$ cat src/rtl/div_iter_csa.sv
// Multi-cycle restoring unsigned divider, STEP quotient bits per clock, valid/ready on both sides.
// Define DIV_SIGNED_EN to add the signed_i port and the FIX state for truncating signed division.
module div_iter_csa #(
    parameter int WIDTH = 32,
    parameter int STEP  = 1
) (
    input  logic             clk_i,
    input  logic             rst_i,
    input  logic             in_valid_i,
    output logic             in_ready_o,
    input  logic [WIDTH-1:0] dividend_i,
    input  logic [WIDTH-1:0] divisor_i,
    output logic             out_valid_o,
    input  logic             out_ready_i,
    output logic [WIDTH-1:0] quot_o,
    output logic [WIDTH-1:0] rem_o,
    output logic             dz_o
`ifdef DIV_SIGNED_EN
    ,
    input  logic             signed_i
`endif
);

    // state | meaning
    // IDLE  | waiting for operands
    // CALC  | STEP restoring sub-steps per cycle, then result capture
    // FIX   | sign correction of magnitudes (signed build only)
    // DONE  | result presented until out_ready_i
    localparam int N  = WIDTH / STEP;
    localparam int CW = $clog2(N + 1);

    typedef enum logic [1:0] {
        IDLE = 2'd0,
        CALC = 2'd1,
`ifdef DIV_SIGNED_EN
        FIX  = 2'd3,
`endif
        DONE = 2'd2
    } state_t;

    state_t           state_q, state_d;
    logic [CW-1:0]    cnt_q;
    logic [WIDTH-1:0] aq_q;
    logic [WIDTH-1:0] b_q;
    logic [WIDTH-1:0] pr_q;
    logic [WIDTH-1:0] quot_q;
    logic [WIDTH-1:0] rem_q;
    logic             dz_q;

    logic [WIDTH-1:0] pr_nx;
    logic [WIDTH-1:0] aq_nx;
    logic [WIDTH:0]   tmp;
    logic [WIDTH+1:0] diff;
    logic             spare_unused;

`ifdef DIV_SIGNED_EN
    logic             sgn_q;
    logic             qneg_q;
    logic             rneg_q;
    logic [WIDTH-1:0] a_orig_q;
    logic             a_neg;
    logic             b_neg;

    assign a_neg = signed_i & dividend_i[WIDTH-1];
    assign b_neg = signed_i & divisor_i[WIDTH-1];
`endif

    always_ff @(posedge clk_i or posedge rst_i) begin
        if (rst_i) state_q <= IDLE;
        else       state_q <= state_d;
    end

    always_comb begin
        state_d     = state_q;
        in_ready_o  = 1'b0;
        out_valid_o = 1'b0;
        case (state_q)
            IDLE: begin
                in_ready_o = 1'b1;
                if (in_valid_i) state_d = CALC;
            end
            CALC: begin
                if (cnt_q == '0) begin
`ifdef DIV_SIGNED_EN
                    state_d = sgn_q ? FIX : DONE;
`else
                    state_d = DONE;
`endif
                end
            end
`ifdef DIV_SIGNED_EN
            FIX: state_d = DONE;
`endif
            DONE: begin
                out_valid_o = 1'b1;
                if (out_ready_i) state_d = IDLE;
            end
            default: state_d = IDLE;
        endcase
    end

    // Partial remainder gets one extra bit so the trial subtract never overflows.
    always_comb begin
        pr_nx        = pr_q;
        aq_nx        = aq_q;
        tmp          = '0;
        diff         = '0;
        spare_unused = 1'b0;
        for (int s = 0; s < STEP; s++) begin
            tmp          = {pr_nx, aq_nx[WIDTH-1]};
            diff         = {1'b0, tmp} - {2'b00, b_q};
            spare_unused = spare_unused | diff[WIDTH];
            pr_nx        = diff[WIDTH+1] ? tmp[WIDTH-1:0] : diff[WIDTH-1:0];
            aq_nx        = {aq_nx[WIDTH-2:0], ~diff[WIDTH+1]};
        end
    end

    always_ff @(posedge clk_i or posedge rst_i) begin
        if (rst_i) begin
            cnt_q    <= '0;
            aq_q     <= '0;
            b_q      <= '0;
            pr_q     <= '0;
            quot_q   <= '0;
            rem_q    <= '0;
            dz_q     <= 1'b0;
`ifdef DIV_SIGNED_EN
            sgn_q    <= 1'b0;
            qneg_q   <= 1'b0;
            rneg_q   <= 1'b0;
            a_orig_q <= '0;
`endif
        end else begin
            case (state_q)
                IDLE: begin
                    if (in_valid_i) begin
                        pr_q  <= '0;
                        cnt_q <= CW'(N);
                        dz_q  <= (divisor_i == '0);
`ifdef DIV_SIGNED_EN
                        aq_q     <= a_neg ? -dividend_i : dividend_i;
                        b_q      <= b_neg ? -divisor_i : divisor_i;
                        sgn_q    <= signed_i;
                        qneg_q   <= a_neg ^ b_neg;
                        rneg_q   <= a_neg;
                        a_orig_q <= dividend_i;
`else
                        aq_q <= dividend_i;
                        b_q  <= divisor_i;
`endif
                    end
                end
                CALC: begin
                    if (cnt_q != '0) begin
                        pr_q  <= pr_nx;
                        aq_q  <= aq_nx;
                        cnt_q <= cnt_q - CW'(1);
                    end else begin
                        quot_q <= aq_q;
                        rem_q  <= pr_q;
                    end
                end
`ifdef DIV_SIGNED_EN
                FIX: begin
                    if (dz_q) begin
                        quot_q <= '1;
                        rem_q  <= a_orig_q;
                    end else begin
                        quot_q <= qneg_q ? -aq_q : aq_q;
                        rem_q  <= rneg_q ? -pr_q : pr_q;
                    end
                end
`endif
                default: ;
            endcase
        end
    end

    assign quot_o = quot_q;
    assign rem_o  = rem_q;
    assign dz_o   = dz_q;

endmodule

$ cat config.mk
export PLATFORM = sky130hd
export DESIGN_NAME = div_iter_csa
export DESIGN_NICKNAME = d
export VERILOG_FILES = /design/src/rtl/div_iter_csa.sv
export SDC_FILE = /design/constraint.sdc
export NUM_CORES = 1
export LEC_CHECK = 0
export ABC_AREA = 1
export CORE_MARGIN = 10
export CORE_UTILIZATION = 55
export DETAILED_ROUTE_END_ITERATION = 6
export GPL_TIMING_DRIVEN = 0
export PLACE_DENSITY = 0.78
export RECOVER_POWER = 50
export SYNTH_ARGS = -nofsm -noshare
export SYNTH_HDL_FRONTEND = slang
export SYNTH_SLANG_ARGS = --single-unit
$ cat constraint.sdc
create_clock -name clk_i -period 9.3 [get_ports clk_i]
set_input_delay 1.86 -clock clk_i [delete_from_list [all_inputs] [get_ports clk_i]]
set_output_delay 1.86 -clock clk_i [all_outputs]
set_load 0.005 [all_outputs]
Word level (Yosys, flattened, before mapping). Index checks and enable logic that the tools add are counted.

Flip-flop bits (word level): 169. Input bits: 68. Word-level logic and storage cells: 43.

$add $sub $neg: 2. Eq/ne operators: 6. Muxes and demuxes: 16. Bitwise operators: 2. Reduce and logical (&&, ||, !) cells: 9.

Operator list (number): $mux W32 (5); $pmux W32 S2 (2); $sub A33 B32 Y34 (1); $logic_not A32 Y1 (1); $mux W6 (2); $pmux W6 S2 (1); $ne A2 B2 Y1 const B (4); $logic_not A6 Y1 (1); $mux W2 (3); $pmux W2 S3 (1); $reduce_and A3 Y1 (2); $reduce_bool A6 Y1 (1); $sub A6 B1 Y6 const B (1); $reduce_and A2 Y1 (2); $eq A2 B1 Y1 const B (1); $eq A2 B2 Y1 const B (1); $logic_not A2 Y1 (1); $mux W1 (2); $not A1 Y1 (2); $reduce_bool A2 Y1 (1).

Depth between registers and ports, before layout. Gate-level depths: netlist (run 1).

Word-level depth: 4. Depth in mapped cells: 16.

Least setup slack after synthesis (run 1). Ideal clock, no wire load.

Path type: input-to-reg. Start: input port in_valid_i. End: register aq_q[1]. Library setup time: 0.130 ns. Data arrival time: 2.596 ns. Required time: 9.170 ns. Slack: 6.574 ns. Cell stages on the path: 5. Buffers on the path: 2. Cell sequence: nand2_1 > nand2_1 > buf_2 > clkbuf_1 > o21ai_1.

Cells in the longest elaborated chain, start to end: 2.

RTL lines: from (decl) (line 9) `input logic in_valid_i,`; $ne A2 B2 Y1 (no source line); $reduce_and A3 Y1 (no source line); to (signal assigned) (line 148) `aq_q <= dividend_i;`; to (signal assigned) (line 156) `aq_q <= aq_nx;`; to (decl) (line 43) `logic [WIDTH-1:0] aq_q;`.

Every way passes these cells. A chain may end at the register's enable or synchronous reset.

==> results of run 1 <==
## kinds of logic (layout without fill, tap and decap cells)
| family | after synthesis | in the layout | synth area share, % |
|---|---|---|---|
| fa+ha+maj | 35 | 35 | 4.47 |
| other cells | 0 | 1 | 0 |
| simple gates | 606 | 606 | 27.6 |
| xor+xnor | 14 | 14 | 1.23 |
| buf+inv | 299 | 466 | 12.2 |
| flops | 169 | 169 | 42.4 |
| compound gates | 213 | 213 | 12.0 |
## worst max path at each step
stage                                      start              endpoint  cells after the start
final                                      rst_i   b_q[20]$_DFFE_PP0P_                      3
after global routing                       rst_i   b_q[21]$_DFFE_PP0P_                      3
after CTS                 state_q[0]$_DFFE_PP0P_            in_ready_o                      2
after floorplan                            rst_i   aq_q[0]$_DFFE_PP0P_                      1
after global placement                     rst_i   b_q[23]$_DFFE_PP0P_                      2
after detailed placement              in_valid_i  pr_q[13]$_DFFE_PP0P_                      6
## through the flow
| stage | std cells | util, % | hold slack (ps) |
|---|---|---|---|
| floorplan | 1336 | - | 449 |
| global placement | 1699 | 64.8 | 465 |
| detailed placement | 1700 | 65.0 | 472 |
| CTS | 1732 | 68.2 | 489 |
| global route | 1732 | 68.1 | 509 |
| finish | 1733 | 68.2 | 483 |
## power by group
| part | total [W] | switching [W] | internal [W] |
|---|---|---|---|
| logic | 0.00354 | 0.00215 | 0.00139 |
| registers | 0.00130 | 0.000191 | 0.00111 |
| clock network | 0.000706 | 0.000348 | 0.000359 |
## flip-flops by register name, indices dropped and copies added, names as in the netlist
signal   cells
aq_q        32
rem_o       32
b_q         32
dz_o         1
quot_o      32
state_q      2
pr_q        32
cnt_q        6
## critical path, cell delays in order
cell and delay, ps:
dlygate4sd3_1 550, clkinvlp_2 1470, buf_16 480
## placed cells by master (no fill, tap or decap), types with 3 or more instances in the layout
cell / synthesis / layout
o21ai_1: 17 / 17
nand4_1: 11 / 11
xnor2_1: 12 / 12
ha_1: 34 / 34
inv_6: 0 / 3
clkdlybuf4s50_1: 0 / 131
buf_12: 3 / 3
buf_1: 6 / 4
inv_8: 0 / 6
buf_2: 8 / 8
nand2_1: 396 / 396
nand3b_1: 3 / 3
nand2_2: 21 / 21
o211ai_1: 32 / 32
o21ai_2: 3 / 3
nor4_1: 5 / 5
a21oi_1: 21 / 21
clkbuf_1: 26 / 29
clkbuf_16: 0 / 17
nor2_1: 38 / 38
nand3_2: 17 / 17
buf_4: 4 / 4
inv_1: 239 / 238
buf_6: 3 / 3
clkinv_4: 0 / 3
inv_2: 9 / 9
o21ai_0: 130 / 130
nor2_2: 3 / 3
nand3_1: 97 / 97
nor2_4: 4 / 4
dlygate4sd3_1: 0 / 3
dfrtp_1: 169 / 169
## area by class of cell
| cell class | count | share of cell area, % |
|---|---|---|
| multi-input combinational | 868 | 37.1 |
| sequential | 169 | 34.7 |
| timing repair buffer | 135 | 11.2 |
| inverter | 249 | 7.67 |
| clock buffer | 18 | 3.52 |
| tap | 229 | 2.35 |
| buffer | 50 | 2.33 |
| clock inverter | 14 | 1.18 |
| antenna | 1 | 0.0205 |
## routing by layer
layer  global-route usage, %  up-vias  share of wire, %  routed length [um]
li1                        -     4509                 -                   -
met1                    28.8     4207                42               12000
met2                    41.6      244                49               13900
met3                    6.63       57               6.8                1950
met4                    8.37        0               2.9                 831
met5                       0        -                 0                   0
==> impl_metrics.env, run 1 <==
export IMPL_hold_viol=0
export IMPL_fin_skew_ps=17.3
export IMPL_dieArea_um2=23900
export IMPL_gp_congestion=0.955
export IMPL_fin_crit_sh_pct=42.4
export IMPL_min_path_cells=2
export IMPL_hold_end="rem_o[13]$_DFFE_PP0P_"
export IMPL_io_pins=135
export IMPL_avgSynthCellArea_um2=7.46
export IMPL_required_ps=9830
export IMPL_place_ws_ps=5590
export IMPL_max_freq_mhz=254
export IMPL_rows=49
export IMPL_p_per_area_nw_per_um2=455
export IMPL_portBuffers=134
export IMPL_ctsRootBufferMaster="clkbuf_16"
export IMPL_relSlewSlack_pct=-73.0
export IMPL_tightestPinTransition_ps=2580
export IMPL_worstHoldPathType="flip-flop to flip-flop"
export IMPL_post_dp_hpwl_um=21900
export IMPL_synth_area_leaders="dfrtp_1, nand2_1, inv_1, o21ai_0, nand3_1"
export IMPL_cp_arrival_ps=4480
export IMPL_post_drt_wl_per_cell_um=16.6
export IMPL_worstSetupPathType="input pin to async pin"
export IMPL_clock_latency_ps=440
export IMPL_ys_ff_latch=169
export IMPL_wl_um=28700
export IMPL_cts_buffer_depth=2
export IMPL_finalInstanceArea_um2=12200
export IMPL_r2r_end="pr_q[28]$_DFFE_PP0P_"
export IMPL_grt_usage_pct=24.3
export IMPL_worstSetupEndpointType="async pin"
export IMPL_fin_nets=1593
export IMPL_syn_inst=1336
export IMPL_tns_ps=0
export IMPL_grt_overflow=0
export IMPL_path_max_fanout=114
export IMPL_drc=0
export IMPL_drt_iter0_markers=643
export IMPL_hold_path_startpoint="rem_o[13]$_DFFE_PP0P_"
export IMPL_status="complete, but fails checks"
export IMPL_grt_max_degree=115
export IMPL_postCtsSetupRepairBufs=0
export IMPL_ys_async_sr_fraction_pct=100
export IMPL_setup_viol=0
export IMPL_rrSetupSlack_ps=6900
export IMPL_ant_nets=0
export IMPL_reg2regPathDepth=14
export IMPL_p_total_w=0.00556
export IMPL_power_leakage_nw=6.35
export IMPL_post_cts_resized=0
export IMPL_final_max_slew_viol_count=56
export IMPL_syn_area_um2=9970
export IMPL_seqCellArea_um2=4230
export IMPL_synth_edf_count=0
export IMPL_holdBufCountCts=0
export IMPL_h_tree_depth=4
export IMPL_synthDistinctLibCells=43
export IMPL_violations="max-capacitance violations, max-slew violations"
export IMPL_syn_nets=1439
export IMPL_die_y_um=155
export IMPL_maxCapViolations=1
export IMPL_antenna_found_initial=2
export IMPL_cts_made_buffers=17
export IMPL_synth_top_area_share_pct=42.4
export IMPL_worst_slack_ps=5360
export IMPL_timing_rr_start="aq_q[31]$_DFFE_PP0P_"
export IMPL_synthTopCellsByCount="nand2_1, inv_1, dfrtp_1"
export IMPL_die_w_um=155
export IMPL_postPlaceCellArea_um2=11600
export IMPL_peakVddDrop_mv=0.268
export IMPL_drive_gt1_share_pct=8.05
export IMPL_synth_most_common_cell="nand2_1"
export IMPL_multi_input_area_um2=4520
export IMPL_start_util_pct=55.7
export IMPL_firstDrtPassIters=5
export IMPL_cts_tree="done"
export IMPL_cts_num_sinks=169
export IMPL_grt_pass1_wl_um=47200
export IMPL_vias_per_cell=5.20
export IMPL_synthFlopType="dfrtp_1"
export IMPL_yosysWarnings=0
export IMPL_synth_area_leader_cell="dfrtp_1"
export IMPL_synthToLayoutAreaGrowth_pct=22.4
export IMPL_vias=9017
export IMPL_finalCriticalPeriod_ps=3940
export IMPL_rsz0062_at_grt="false"
export IMPL_core_um2=17900
export IMPL_n_fill_cell=1558
export IMPL_grt_pass1_vias=9287
export IMPL_ys_seq_area_share_pct=42.4
export IMPL_cp_start_kind="input pin"
export IMPL_clk_pin_slew_worst_paths_ps=70
Power figures use the tool's default switching activity.
==> run 2, diff against run 1 <==
--- a/config.mk
+++ b/config.mk
@@ -7,10 +7,10 @@
 export LEC_CHECK = 0
 export ABC_AREA = 1
 export CORE_MARGIN = 10
-export CORE_UTILIZATION = 55
+export CORE_UTILIZATION = 51
 export DETAILED_ROUTE_END_ITERATION = 6
 export GPL_TIMING_DRIVEN = 0
-export PLACE_DENSITY = 0.78
+export PLACE_DENSITY = 0.76
 export RECOVER_POWER = 50
 export SYNTH_ARGS = -nofsm -noshare
 export SYNTH_HDL_FRONTEND = slang
==> constraint.sdc (replaced) <==
create_clock -name clk_i -period 3.3 [get_ports clk_i]
set_input_delay 0.66 -clock clk_i [delete_from_list [all_inputs] [get_ports clk_i]]
set_output_delay 0.66 -clock clk_i [all_outputs]
set_load 0.005 [all_outputs]
==> run 2 against run 1 <==
Setup slack lost 4600 ps. Critical endpoint is now b_q[9]$_DFFE_PP0P_. Critical path depth grew 2. Combinational power grew to 2.8 times the previous value. Sequential cell count is the same. The flow now finishes without violations. First-iteration DRC count shrank 18%. Largest cell class unchanged.
==> impl_metrics.env, run 2 (synthesis gave the netlist of run 1 again) <==
export IMPL_seqCellArea_um2=4230
export IMPL_core_um2=19300
export IMPL_fin_skew_ps=13.3
export IMPL_r2r_end="pr_q[26]$_DFFE_PP0P_"
export IMPL_layout_cells_non_filler=1771
export IMPL_path_max_fanout=43
export IMPL_post_dp_hpwl_um=21800
export IMPL_h_tree_depth=4
export IMPL_tns_ps=0
export IMPL_peakVddDrop_mv=0.539
export IMPL_post_drt_wl_per_cell_um=15.8
export IMPL_mostFrequentLayoutCells="nand2_1, inv_1, dfrtp_1"
export IMPL_timing_rr_start="aq_q[31]$_DFFE_PP0P_"
export IMPL_cts_num_sinks=169
export IMPL_worstSetupPathType="input pin to async pin"
export IMPL_cts_made_buffers=17
export IMPL_holdBufCountCts=0
export IMPL_drive_gt1_share_pct=8.17
export IMPL_postCtsSetupRepairBufs=0
export IMPL_crit_start="rst_i"
export IMPL_die_w_um=160
export IMPL_multi_input_area_um2=4520
export IMPL_ant_nets=0
export IMPL_hold_viol=0
export IMPL_drc=0
export IMPL_grt_pass1_vias=9145
export IMPL_rows=51
export IMPL_dp_cells=1739
export IMPL_p_per_area_nw_per_um2=1270
export IMPL_ctsRootBufferMaster="clkbuf_16"
export IMPL_grt_max_degree=44
export IMPL_fin_nets=1596
export IMPL_crit_path_max_incr_delay_ps=720
export IMPL_portBuffers=134
export IMPL_wl_met2_um=13600
export IMPL_wl_um=28000
export IMPL_worstSetupEndpointType="async pin"
export IMPL_final_util_pct=63.5
export IMPL_grt_usage_pct=22.1
export IMPL_clk_pin_slew_worst_paths_ps=70
export IMPL_crit_slowest_cell="clkbuf_2"
export IMPL_die_y_um=160
export IMPL_n_antenna_cell=0
export IMPL_cts_buffer_depth=2
export IMPL_rrSetupSlack_ps=910
export IMPL_crit_path_frequent_cell="buf_12"
export IMPL_clock_latency_ps=440
export IMPL_maxCapViolations=0
export IMPL_finalCriticalPeriod_ps=2510
export IMPL_cp_start_kind="input pin"
export IMPL_relSlewSlack_pct=32.4
export IMPL_status="finished clean"
export IMPL_m1WireLength_um=12000
export IMPL_vias=9005
export IMPL_antenna_found_initial=2
export IMPL_n_fill_cell=1710
export IMPL_cp_endpoint="b_q[9]$_DFFE_PP0P_"
export IMPL_final_max_slew_viol_count=0
export IMPL_highest_layer="met5"
export IMPL_grt_pass1_wl_um=46600
export IMPL_power_leakage_nw=6.38
export IMPL_hold_slack_ps=479
export IMPL_reg2regPathDepth=16
export IMPL_cts_tree="done"
export IMPL_gp_congestion=0.958
export IMPL_cp_arrival_ps=3120
export IMPL_start_util_pct=51.6
export IMPL_tightestPinTransition_ps=1010
export IMPL_wl_met3_um=1930
export IMPL_fin_crit_sh_pct=76.1
export IMPL_synthToLayoutAreaGrowth_pct=23.1
export IMPL_crit_chain="dlygate4sd3_1, clkinvlp_2, buf_12, clkbuf_2, buf_12"
export IMPL_dieArea_um2=25500
export IMPL_layout_commonest_cell="nand2_1"
export IMPL_vias_per_cell=5.08
export IMPL_required_ps=3910
export IMPL_firstDrtPassIters=6
export IMPL_rsz0062_at_grt="false"
export IMPL_worstHoldPathType="flip-flop to flip-flop"
export IMPL_grt_overflow=0
export IMPL_post_cts_resized=0
export IMPL_min_path_cells=2
export IMPL_setup_viol=0
export IMPL_io_pins=135
export IMPL_max_freq_mhz=398
export IMPL_drt_iter0_markers=525
[run 2: layout make-up]
type	count	share of cell area, %
Clock buffer	17	3.47
Inverter	249	7.63
Multi-Input combinational cell	868	36.9
Sequential cell	169	34.5
Tap cell	265	2.70
Clock inverter	15	1.23
Timing Repair Buffer	138	11.3
Buffer	50	2.29
[run 2: metal layers]
metal | vias up | GRT usage, %
met1 | 4225 | 26.5
met5 | - | 0
met2 | 224 | 37.5
li1 | 4513 | -
met4 | 4 | 6.05
met3 | 39 | 7.12
[run 2: power breakdown]
group          switching [W]  leakage (nW)  internal, W
Sequential          0.000521          2.10      0.00314
Clock               0.000961         0.275      0.00101
Combinational        0.00601          4.00      0.00388
Total                0.00749          6.38      0.00803
[run 2: through the flow]
step,worst slack (ps),instance area [um^2],power (W)
after detailed placement,736,11700,0.0135
after floorplan,485,9970,0.0107
after global routing,515,12300,0.0170
after CTS,967,12300,0.0156
final,787,12300,0.0155
after global placement,-916,11600,0.0133
[run 2: critical path: cells and delay by family]
kind	cells	cell delay, ps
buf+inv	5	2400
[run 2: how the worst min path moves through the flow]
stage                                startpoint                     to  slack (ps)
final                     rem_o[11]$_DFFE_PP0P_  rem_o[11]$_DFFE_PP0P_         480
after global routing      quot_o[2]$_DFFE_PP0P_  quot_o[2]$_DFFE_PP0P_         500
after CTS                 rem_o[11]$_DFFE_PP0P_  rem_o[11]$_DFFE_PP0P_         490
after detailed placement  rem_o[11]$_DFFE_PP0P_  rem_o[11]$_DFFE_PP0P_         470
after global placement    rem_o[13]$_DFFE_PP0P_  rem_o[13]$_DFFE_PP0P_         460
after floorplan             aq_q[0]$_DFFE_PP0P_    aq_q[0]$_DFFE_PP0P_         450
==> run 3, diff against run 2 <==
--- a/config.mk
+++ b/config.mk
@@ -7,10 +7,10 @@
 export LEC_CHECK = 0
 export ABC_AREA = 1
 export CORE_MARGIN = 10
-export CORE_UTILIZATION = 51
+export CORE_UTILIZATION = 55
 export DETAILED_ROUTE_END_ITERATION = 6
 export GPL_TIMING_DRIVEN = 0
-export PLACE_DENSITY = 0.76
+export PLACE_DENSITY = 0.78
 export RECOVER_POWER = 50
 export SYNTH_ARGS = -nofsm -noshare
 export SYNTH_HDL_FRONTEND = slang
==> constraint.sdc (replaced) <==
create_clock -name clk_i -period 2.6 [get_ports clk_i]
set_input_delay 0.52 -clock clk_i [delete_from_list [all_inputs] [get_ports clk_i]]
set_output_delay 0.52 -clock clk_i [all_outputs]
set_load 0.005 [all_outputs]
==> run 3 against run 2 <==
The flow now finishes with violations (max-capacitance violations, max-slew violations). Worst hold slack worse by 0.99 ps. Critical path depth up 9. Via count up 0.74%. Clock-buffer cell count up 1. Largest power group unchanged. Highest routed layer is now met4.
==> impl_metrics.env, run 3 (synthesis gave the netlist of run 1 again) <==
export IMPL_cp_arrival_ps=2690
export IMPL_drc=0
export IMPL_hold_end="rem_o[13]$_DFFE_PP0P_"
export IMPL_p_total_w=0.0197
export IMPL_timing_rr_start="aq_q[31]$_DFFE_PP0P_"
export IMPL_max_freq_mhz=425
export IMPL_synthToLayoutAreaGrowth_pct=22.7
export IMPL_postCtsSetupRepairBufs=0
export IMPL_violations="max-capacitance violations, max-slew violations"
export IMPL_grt_pass1_wl_um=46900
export IMPL_grt_usage_pct=24.0
export IMPL_hold_path_startpoint="rem_o[13]$_DFFE_PP0P_"
export IMPL_p_per_area_nw_per_um2=1610
export IMPL_worstHoldPathType="flip-flop to flip-flop"
export IMPL_fin_crit_sh_pct=90.6
export IMPL_grt_max_degree=39
export IMPL_cts_buffer_depth=2
export IMPL_reg2regPathDepth=14
export IMPL_worstSetupPathType="flip-flop to flip-flop"
export IMPL_hold_slack_ps=478
export IMPL_io_pins=135
export IMPL_path_max_fanout=4
export IMPL_crit_path_max_incr_delay_ps=430
export IMPL_required_ps=2930
export IMPL_cp_start_kind="flip-flop"
export IMPL_cts_tree="done"
export IMPL_portBuffers=134
export IMPL_fin_skew_ps=14.2
export IMPL_post_cts_resized=0
export IMPL_maxCapViolations=1
export IMPL_path_delay_family="simple AND/OR/NAND/NOR gates"
export IMPL_layout_commonest_cell="nand2_1"
export IMPL_dieArea_um2=23900
export IMPL_r2r_end="pr_q[20]$_DFFE_PP0P_"
export IMPL_fin_nets=1596
export IMPL_gp_congestion=0.950
export IMPL_post_drt_wl_per_cell_um=16.3
export IMPL_core_um2=17900
export IMPL_firstDrtPassIters=5
export IMPL_crit_start="aq_q[31]$_DFFE_PP0P_"
export IMPL_wl_um=28400
export IMPL_holdBufCountCts=0
export IMPL_vias=9072
export IMPL_clk_pin_slew_worst_paths_ps=70
export IMPL_grt_pass1_vias=9234
export IMPL_cts_num_sinks=169
export IMPL_relSlewSlack_pct=-11.1
export IMPL_ant_nets=0
export IMPL_crit_slowest_cell="fa_1"
export IMPL_tns_ps=0
export IMPL_worstSetupEndpointType="flip-flop"
export IMPL_crit_chain="inv_1, ha_1, inv_1, fa_1, nand3_1, nand2_1, nand3_1, nand3b_1, nand2_1, nand2_1, nand2_1, nand3_2, nand3_1, nand2_1"
export IMPL_cts_made_buffers=17
export IMPL_mostFrequentLayoutCells="nand2_1, inv_1, dfrtp_1"
export IMPL_min_path_cells=2
export IMPL_die_w_um=155
export IMPL_status="complete, but fails checks"
export IMPL_rsz0062_at_grt="false"
export IMPL_ctsRootBufferMaster="clkbuf_16"
export IMPL_drive_gt1_share_pct=8.23
export IMPL_finalCriticalPeriod_ps=2350
export IMPL_crit_path_frequent_cell="nand2_1"
export IMPL_setup_viol=0
export IMPL_die_y_um=155
export IMPL_vias_per_cell=5.23
export IMPL_peakVddDrop_mv=0.811
export IMPL_start_util_pct=55.7
export IMPL_rrSetupSlack_ps=250
export IMPL_rows=49
export IMPL_post_dp_hpwl_um=22000
export IMPL_hold_viol=0
export IMPL_grt_overflow=0
export IMPL_drt_iter0_markers=746
export IMPL_power_leakage_nw=6.40
export IMPL_path_buf_inv=2
export IMPL_tightestPinTransition_ps=1660
export IMPL_final_max_slew_viol_count=35
export IMPL_antenna_found_initial=1
export IMPL_h_tree_depth=4
export IMPL_clock_latency_ps=440
-- run 3: cell count changes in the layout (fill, tap and decap cells not counted), moves of 2 or more --
cell and delta:
clkdlybuf4s50_1 -3, clkinvlp_4 -2, dlygate4sd3_1 +3, clkbuf_2 -2, inv_6 +2, inv_8 -2, buf_2 +2
-- run 3: report_power, final --
part	switching [W]	internal [W]
logic	0.00765	0.00493
registers	0.000670	0.00398
clock network	0.00124	0.00128
-- run 3: tightest hold or removal path: stages (launching register included) --
cell     delay [ps]
dfrtp_1         340
nand2_1          50
o21ai_0          50
-- run 3: per-stage QoR --
stage	worst slack, ps	std cells	util, %	area (um^2)
global route	84.6	1735	68.3	12200
finish	246	1736	68.4	12200
global placement	-1490	1699	64.8	11600
detailed placement	190	1703	65.3	11700
floorplan	-74.7	1336	-	9970
CTS	304	1735	68.5	12300
-- run 3: metal layers --
layer / track usage, % / part of all wire (%) / vias up
met2: 40.7 / 50 / 260
met5: 0 / 0 / -
met3: 6.91 / 7.6 / 33
met1: 29.1 / 41 / 4265
met4: 6.79 / 1.8 / 0
li1: - / - / 4514
-- run 3: worst max-delay path by stage --
| stage | end | cells past startpoint | slack (ps) |
|---|---|---|---|
| global placement | rem_o[3]$_DFFE_PP0P_ | 2 | -1490 |
| detailed placement | pr_q[14]$_DFFE_PP0P_ | 6 | 190 |
| global route | quot_o[31]$_DFFE_PP0P_ | 4 | 80 |
| floorplan | aq_q[0]$_DFFE_PP0P_ | 1 | -70 |
| finish | pr_q[20]$_DFFE_PP0P_ | 14 | 250 |
| CTS | pr_q[28]$_DFFE_PP0P_ | 14 | 300 |
-- run 3: cell type report --
type | count | area, um^2
Fill cell | 1575 | 5670
Multi-Input combinational cell | 868 | 4520
Sequential cell | 169 | 4230
Timing Repair Buffer | 138 | 1400
Inverter | 249 | 936
Clock buffer | 18 | 429
Tap cell | 229 | 287
Buffer | 50 | 284
Clock inverter | 14 | 151
Antenna cell | 1 | 2.50
